$ cat src/rtl/tia_pkg.sv
// Shared constants and types for the TIA CPU clocking slice.
// Line geometry, divide-by-three phase count and WSYNC states.
package tia_pkg;

  localparam int TIA_LINE_CLOCKS   = 228;
  localparam int TIA_HBLANK_CLOCKS = 68;
  localparam int TIA_PHASES        = 3;

  typedef enum logic {
    IDLE = 1'b0,
    WAIT = 1'b1
  } wsync_state_t;

endpackage

$ cat src/rtl/tia_hcounter.sv
// Horizontal position counter: wrap, RSYNC load, line_start pulse and optional hblank.
// 1-cycle latency from rsync_strobe to hcount; no backpressure, runs every clk.
module tia_hcounter
  import tia_pkg::*;
#(
  parameter int LINE_CLOCKS = TIA_LINE_CLOCKS,
  parameter int RSYNC_LOAD  = LINE_CLOCKS - 3
) (
  input  logic       clk,
  input  logic       reset_n,
  input  logic       rsync_strobe,
  output logic [7:0] hcount,
  output logic       line_start,
  output logic       line_wrap
`ifdef TIA_CPU_CLK_HBLANK_EN
  , output logic     hblank
`endif
);

  localparam logic [7:0] HC_LAST = 8'(LINE_CLOCKS - 1);
  localparam logic [7:0] HC_LOAD = 8'(RSYNC_LOAD);

  logic [7:0] hcount_q, hcount_d;
  logic       line_start_q, line_start_d;

  always_comb begin
    hcount_d = hcount_q + 8'd1;
    if (rsync_strobe) begin
      hcount_d = HC_LOAD;
    end else if (hcount_q == HC_LAST) begin
      hcount_d = 8'd0;
    end
    // Only a wrap (natural or RSYNC-forced) starts a line, never reset.
    line_start_d = (hcount_d == 8'd0) && (rsync_strobe || (hcount_q == HC_LAST));
  end

  always_ff @(posedge clk or negedge reset_n) begin
    if (!reset_n) begin
      hcount_q     <= 8'd0;
      line_start_q <= 1'b0;
    end else begin
      hcount_q     <= hcount_d;
      line_start_q <= line_start_d;
    end
  end

  assign hcount     = hcount_q;
  assign line_start = line_start_q;
  assign line_wrap  = line_start_d;

`ifdef TIA_CPU_CLK_HBLANK_EN
  logic hblank_q, hblank_d;

  always_comb begin
    hblank_d = (hcount_d < 8'(TIA_HBLANK_CLOCKS));
  end

  always_ff @(posedge clk or negedge reset_n) begin
    if (!reset_n) begin
      hblank_q <= 1'b1;
    end else begin
      hblank_q <= hblank_d;
    end
  end

  assign hblank = hblank_q;
`endif

endmodule

$ cat src/rtl/tia_cpu_clock_controller.sv
// CPU clock sequencer: phi0 phase enable, RESPHI0 pulse, WSYNC stall; 1-cycle strobe latency.
// rdy is the CPU backpressure; optional hblank output under TIA_CPU_CLK_HBLANK_EN.
module tia_cpu_clock_controller
  import tia_pkg::*;
#(
  parameter int LINE_CLOCKS = TIA_LINE_CLOCKS,
  parameter int RSYNC_LOAD  = LINE_CLOCKS - 3
) (
  input  logic       clk,
  input  logic       reset_n,
  input  logic       wsync_strobe,
  input  logic       rsync_strobe,
  input  logic       resphi0_req,
  output logic       phi0_en,
  output logic       resphi0,
  output logic       rdy,
  output logic       line_start,
  output logic [7:0] hcount
`ifdef TIA_CPU_CLK_HBLANK_EN
  , output logic     hblank
`endif
);

  localparam logic [1:0] PHASE_LAST = 2'(TIA_PHASES - 1);

  logic [1:0]   phase_q, phase_d;
  logic         resphi0_q, resphi0_d;
  wsync_state_t state_q, state_d;
  logic         line_wrap;

  tia_hcounter #(
    .LINE_CLOCKS (LINE_CLOCKS),
    .RSYNC_LOAD  (RSYNC_LOAD)
  ) u_hcounter (
    .clk          (clk),
    .reset_n      (reset_n),
    .rsync_strobe (rsync_strobe),
    .hcount       (hcount),
    .line_start   (line_start),
    .line_wrap    (line_wrap)
`ifdef TIA_CPU_CLK_HBLANK_EN
    , .hblank     (hblank)
`endif
  );

  always_comb begin
    phase_d   = (phase_q == PHASE_LAST) ? 2'd0 : phase_q + 2'd1;
    resphi0_d = resphi0_req;
    if (resphi0_req) begin
      phase_d = 2'd0;
    end

    // IDLE always accepts the strobe, so a strobe on the wrap cycle stalls a full line.
    state_d = state_q;
    case (state_q)
      IDLE:    if (wsync_strobe) state_d = WAIT;
      WAIT:    if (line_wrap)    state_d = IDLE;
      default: state_d = IDLE;
    endcase
  end

  always_ff @(posedge clk or negedge reset_n) begin
    if (!reset_n) begin
      phase_q   <= 2'd0;
      resphi0_q <= 1'b0;
      state_q   <= IDLE;
    end else begin
      phase_q   <= phase_d;
      resphi0_q <= resphi0_d;
      state_q   <= state_d;
    end
  end

  assign phi0_en = (phase_q == PHASE_LAST);
  assign resphi0 = resphi0_q;
  assign rdy     = (state_q == IDLE);

endmodule
$ cat config.mk
export PLATFORM = sky130hd
export DESIGN_NAME = tia_cpu_clock_controller
export DESIGN_NICKNAME = d
export VERILOG_FILES = /design/src/rtl/tia_pkg.sv /design/src/rtl/tia_hcounter.sv /design/src/rtl/tia_cpu_clock_controller.sv
export SDC_FILE = /design/constraint.sdc
export NUM_CORES = 1
export LEC_CHECK = 0
export ABC_CLOCK_PERIOD_IN_PS = 2800
export CAP_MARGIN = 20
export CELL_PAD_IN_SITES_DETAIL_PLACEMENT = 1
export CELL_PAD_IN_SITES_GLOBAL_PLACEMENT = 1
export CORE_ASPECT_RATIO = 1.2
export CORE_MARGIN = 10
export CORE_UTILIZATION = 36
export DETAILED_ROUTE_END_ITERATION = 16
export PLACE_DENSITY_LB_ADDON = 0.1
export SLEW_MARGIN = 25
export SYNTH_ARGS = -nofsm -noshare
export SYNTH_HDL_FRONTEND = slang
export SYNTH_SLANG_ARGS = --single-unit
$ cat constraint.sdc
create_clock -name clk -period 2.8 [get_ports clk]
set_clock_uncertainty 0.1 [all_clocks]
set_input_delay 0.56 -clock clk [delete_from_list [all_inputs] [get_ports clk]]
set_output_delay 0.56 -clock clk [all_outputs]
set_load 0.02 [all_outputs]
==> reports/qor.yml <==
sta:
  setup_tns_ns: 0
  drv_slew: 0
  max_slew.worst_pin.slew_ns: 0.586
  rsz0062_at_grt: "no"
  relSlewSlack: 0.608
  finalCriticalPeriod_ns: 2.09
  fin_crit_sh: 0.746
  setup_viol: 0
  fmax_mhz: 479
  hold_violations: 0
drt:
  ant_nets: 0
  drc: 0
  routedWlPerCell_um: 15.2
  first_pass_iters: 2
  routed_wl_um: 1320
  drt_iter0_drc: 6
  viasPerCell: 5.34
  vias: 465
setup_path:
  cp_max_fo: 7
  rr_startpoint: "u_hcounter.hcount[2]"
  path_cells: "clkdlybuf4s50_1"
  crit_type: "register to output pin"
  worst_setup_path_start_kind: "register"
  reg2reg_depth: 3
  rr_endpoint: "state_q"
  cp_slowest_stage_delay_ns: 0.66
  critPathArrivalTime_ns: 1.43
  slowest_stage: "clkdlybuf4s50_1"
  crit_required_ns: 2.14
  cp-end-kind: "output pin"
  crit_buf_inv: 1
  crit_family: "buffers and inverters"
  r2r_setup_slack_ns: 1.32
clock_tree:
  cts_made_buffers: 3
  post_cts_buffers: 0
  htree_levels: 1
  clock_sinks: 13
  clkLatencyLatePin_ns: 0.28
  cts_max_path_buffers: 2
  cts_root_buffer: "clkbuf_4"
  cts_tree: "done"
  cts-resized-gates: 0
  cts_hold_buf: 0
  clk_transition_reported_paths_ns: 0.09
floorplan:
  pin_count: 17
  fp.coreArea_um2: 1480
  die_h_um: 63.9
  die_area_um2: 3610
  die_x_um: 56.5
  row_count: 15
  start_util: 0.389
logic_synthesis:
  yosysTopAreaCell: "dfrtp_1"
  yosys-top-cells-area: "dfrtp_1 (56%), xor2_1 (3.0%), nor3_1 (2.6%), nor2_1 (2.6%), nor3b_1 (2.6%)"
  yosysWarnings: 0
  ys_types: 28
  synth_nets: 57
  ys_async_sr_fraction: 1.00
  syn-cell-area_um2: 577
  netlist.area_leader.share: 0.564
  synth_edf_count: 0
  ys.flop_type: "dfrtp_1"
  syn_area_per_cell_um2: 11.3
  ys_ff_latch: 13
  yosysSeqAreaShare: 0.564
  synth_cells: 51
placed_design:
  dpl.hpwl_um: 1020
  numPortBuffers: 16
  gp_congestion: 0.661
cells_and_area:
  syn2layout_area_growth_pct: 35.4
  antennaDiodeCount: 0
  nets: 77
  fillerInstances: 173
  drive_gt1_frac: 0.114
run:
  max_cap_violations: 0
power:
  finalPower_uw: 584
  p_leak_nw: 0.323
  powerDensity_nw_per_um2: 748
  vdd_drop_max_uv: 386
min_path:
  min_to: "phase_q[0]"
  min_path_type: "register to register"
  min_from: "phase_q[0]"
  whs_path_depth: 1
global_routing:
  grt_pass1_vias: 510
  grt_pass1_wl_um: 2320
  overflow: 0
  grt_max_degree: 14
  track_usage: 0.0746
  antenna_found_initial: 0
status:
  status: "finished clean"
==> layout by cell type (no fill, tap or decap), drive strengths merged <==
cell type | netlist | layout
dfrtp | 13 | 13
nand3 | 3 | 3
nand2 | 3 | 3
o31a | 1 | 1
ha | 1 | 1
a21oi | 1 | 1
inv | 2 | 2
nor4b | 1 | 1
xor2 | 2 | 2
a31oi | 1 | 1
nor3 | 4 | 4
and4bb | 1 | 1
or3 | 1 | 1
clkbuf | 1 | 4
and4 | 1 | 1
xnor2 | 1 | 1
nor4 | 1 | 1
and3 | 1 | 1
nor2 | 4 | 4
o21ai | 2 | 2
nor2b | 1 | 1
clkdlybuf4s50 | 0 | 16
a211o | 1 | 1
o21bai | 1 | 1
nand2b | 1 | 1
nor3b | 2 | 2
==> final cells by class <==
type                            count  area, µm²  share of cell area
Clock buffer                        4       26.3              0.0337
Tap cell                           17       21.3              0.0272
Timing Repair Buffer               16        160               0.205
Inverter                            2       7.51             0.00962
Sequential cell                    13        325               0.417
Multi-Input combinational cell     35        240               0.308
==> through the flow <==
stage,area [µm²],util,hold slack [ns],cells,setup slack [ns]
finish,781,0.527,0.352,87,0.712
global placement,754,0.509,0.332,83,0.944
floorplan,577,-,0.164,51,1.34
detailed placement,754,0.509,0.349,83,0.922
global route,781,0.527,0.398,87,0.650
CTS,781,0.527,0.360,87,0.704
==> routing by layer <==
metal | share of wire | vias up | GRT usage
met5 | 0 | - | 0
met4 | 0.0060 | 0 | 0.0271
met3 | 0.091 | 2 | 0.0356
met2 | 0.44 | 13 | 0.118
met1 | 0.46 | 226 | 0.0848
li1 | - | 224 | -
==> logic make-up (layout without fill, tap and decap cells) <==
logic type	after synthesis	count (layout)	synth area share
adders and majority gates	1	1	0.0217
xor gates and xnor gates	3	3	0.0456
and+or+nand+nor	24	24	0.269
AOI/OAI and AO/OA	7	7	0.0803
buffers and inverters	3	22	0.0195
DFF	13	13	0.564
==> state kept, by name, indices dropped and copies added, names as in the netlist <==
signal / flops
resphi0: 1
state_q: 1
u_hcounter.line_start: 1
u_hcounter.hcount: 8
phase_q: 2
==> where the power goes <==
| group | internal [mW] | total, mW | switching, mW | leakage (nW) |
|---|---|---|---|---|
| clock | 0.0553 | 0.119 | 0.0637 | 0.0150 |
| sequential | 0.220 | 0.261 | 0.0407 | 0.154 |
| combinational | 0.102 | 0.204 | 0.102 | 0.154 |
| total | 0.377 | 0.584 | 0.207 | 0.323 |
==> cells in the mapped netlist (2+ instances only) <==
master and n:
dfrtp_1 13, xor2_1 2, nor3b_1 2, inv_1 2, nand3_1 2, nor3_1 3
nand2_1 3, nor2_1 4
==> worst max-delay path by stage <==
stage | from | end | slack (ns) | cells after the start
floorplan | u_hcounter.hcount[0] | u_hcounter.hcount[6] | 1.34 | 4
global placement | rsync_strobe | u_hcounter.hcount[7] | 0.94 | 4
detailed placement | rsync_strobe | u_hcounter.hcount[7] | 0.92 | 4
CTS | u_hcounter.hcount[2] | hcount[2] | 0.70 | 1
global route | u_hcounter.hcount[2] | hcount[2] | 0.65 | 1
finish | u_hcounter.hcount[2] | hcount[2] | 0.71 | 1
Note: power is estimated with default switching activity, not from simulation.
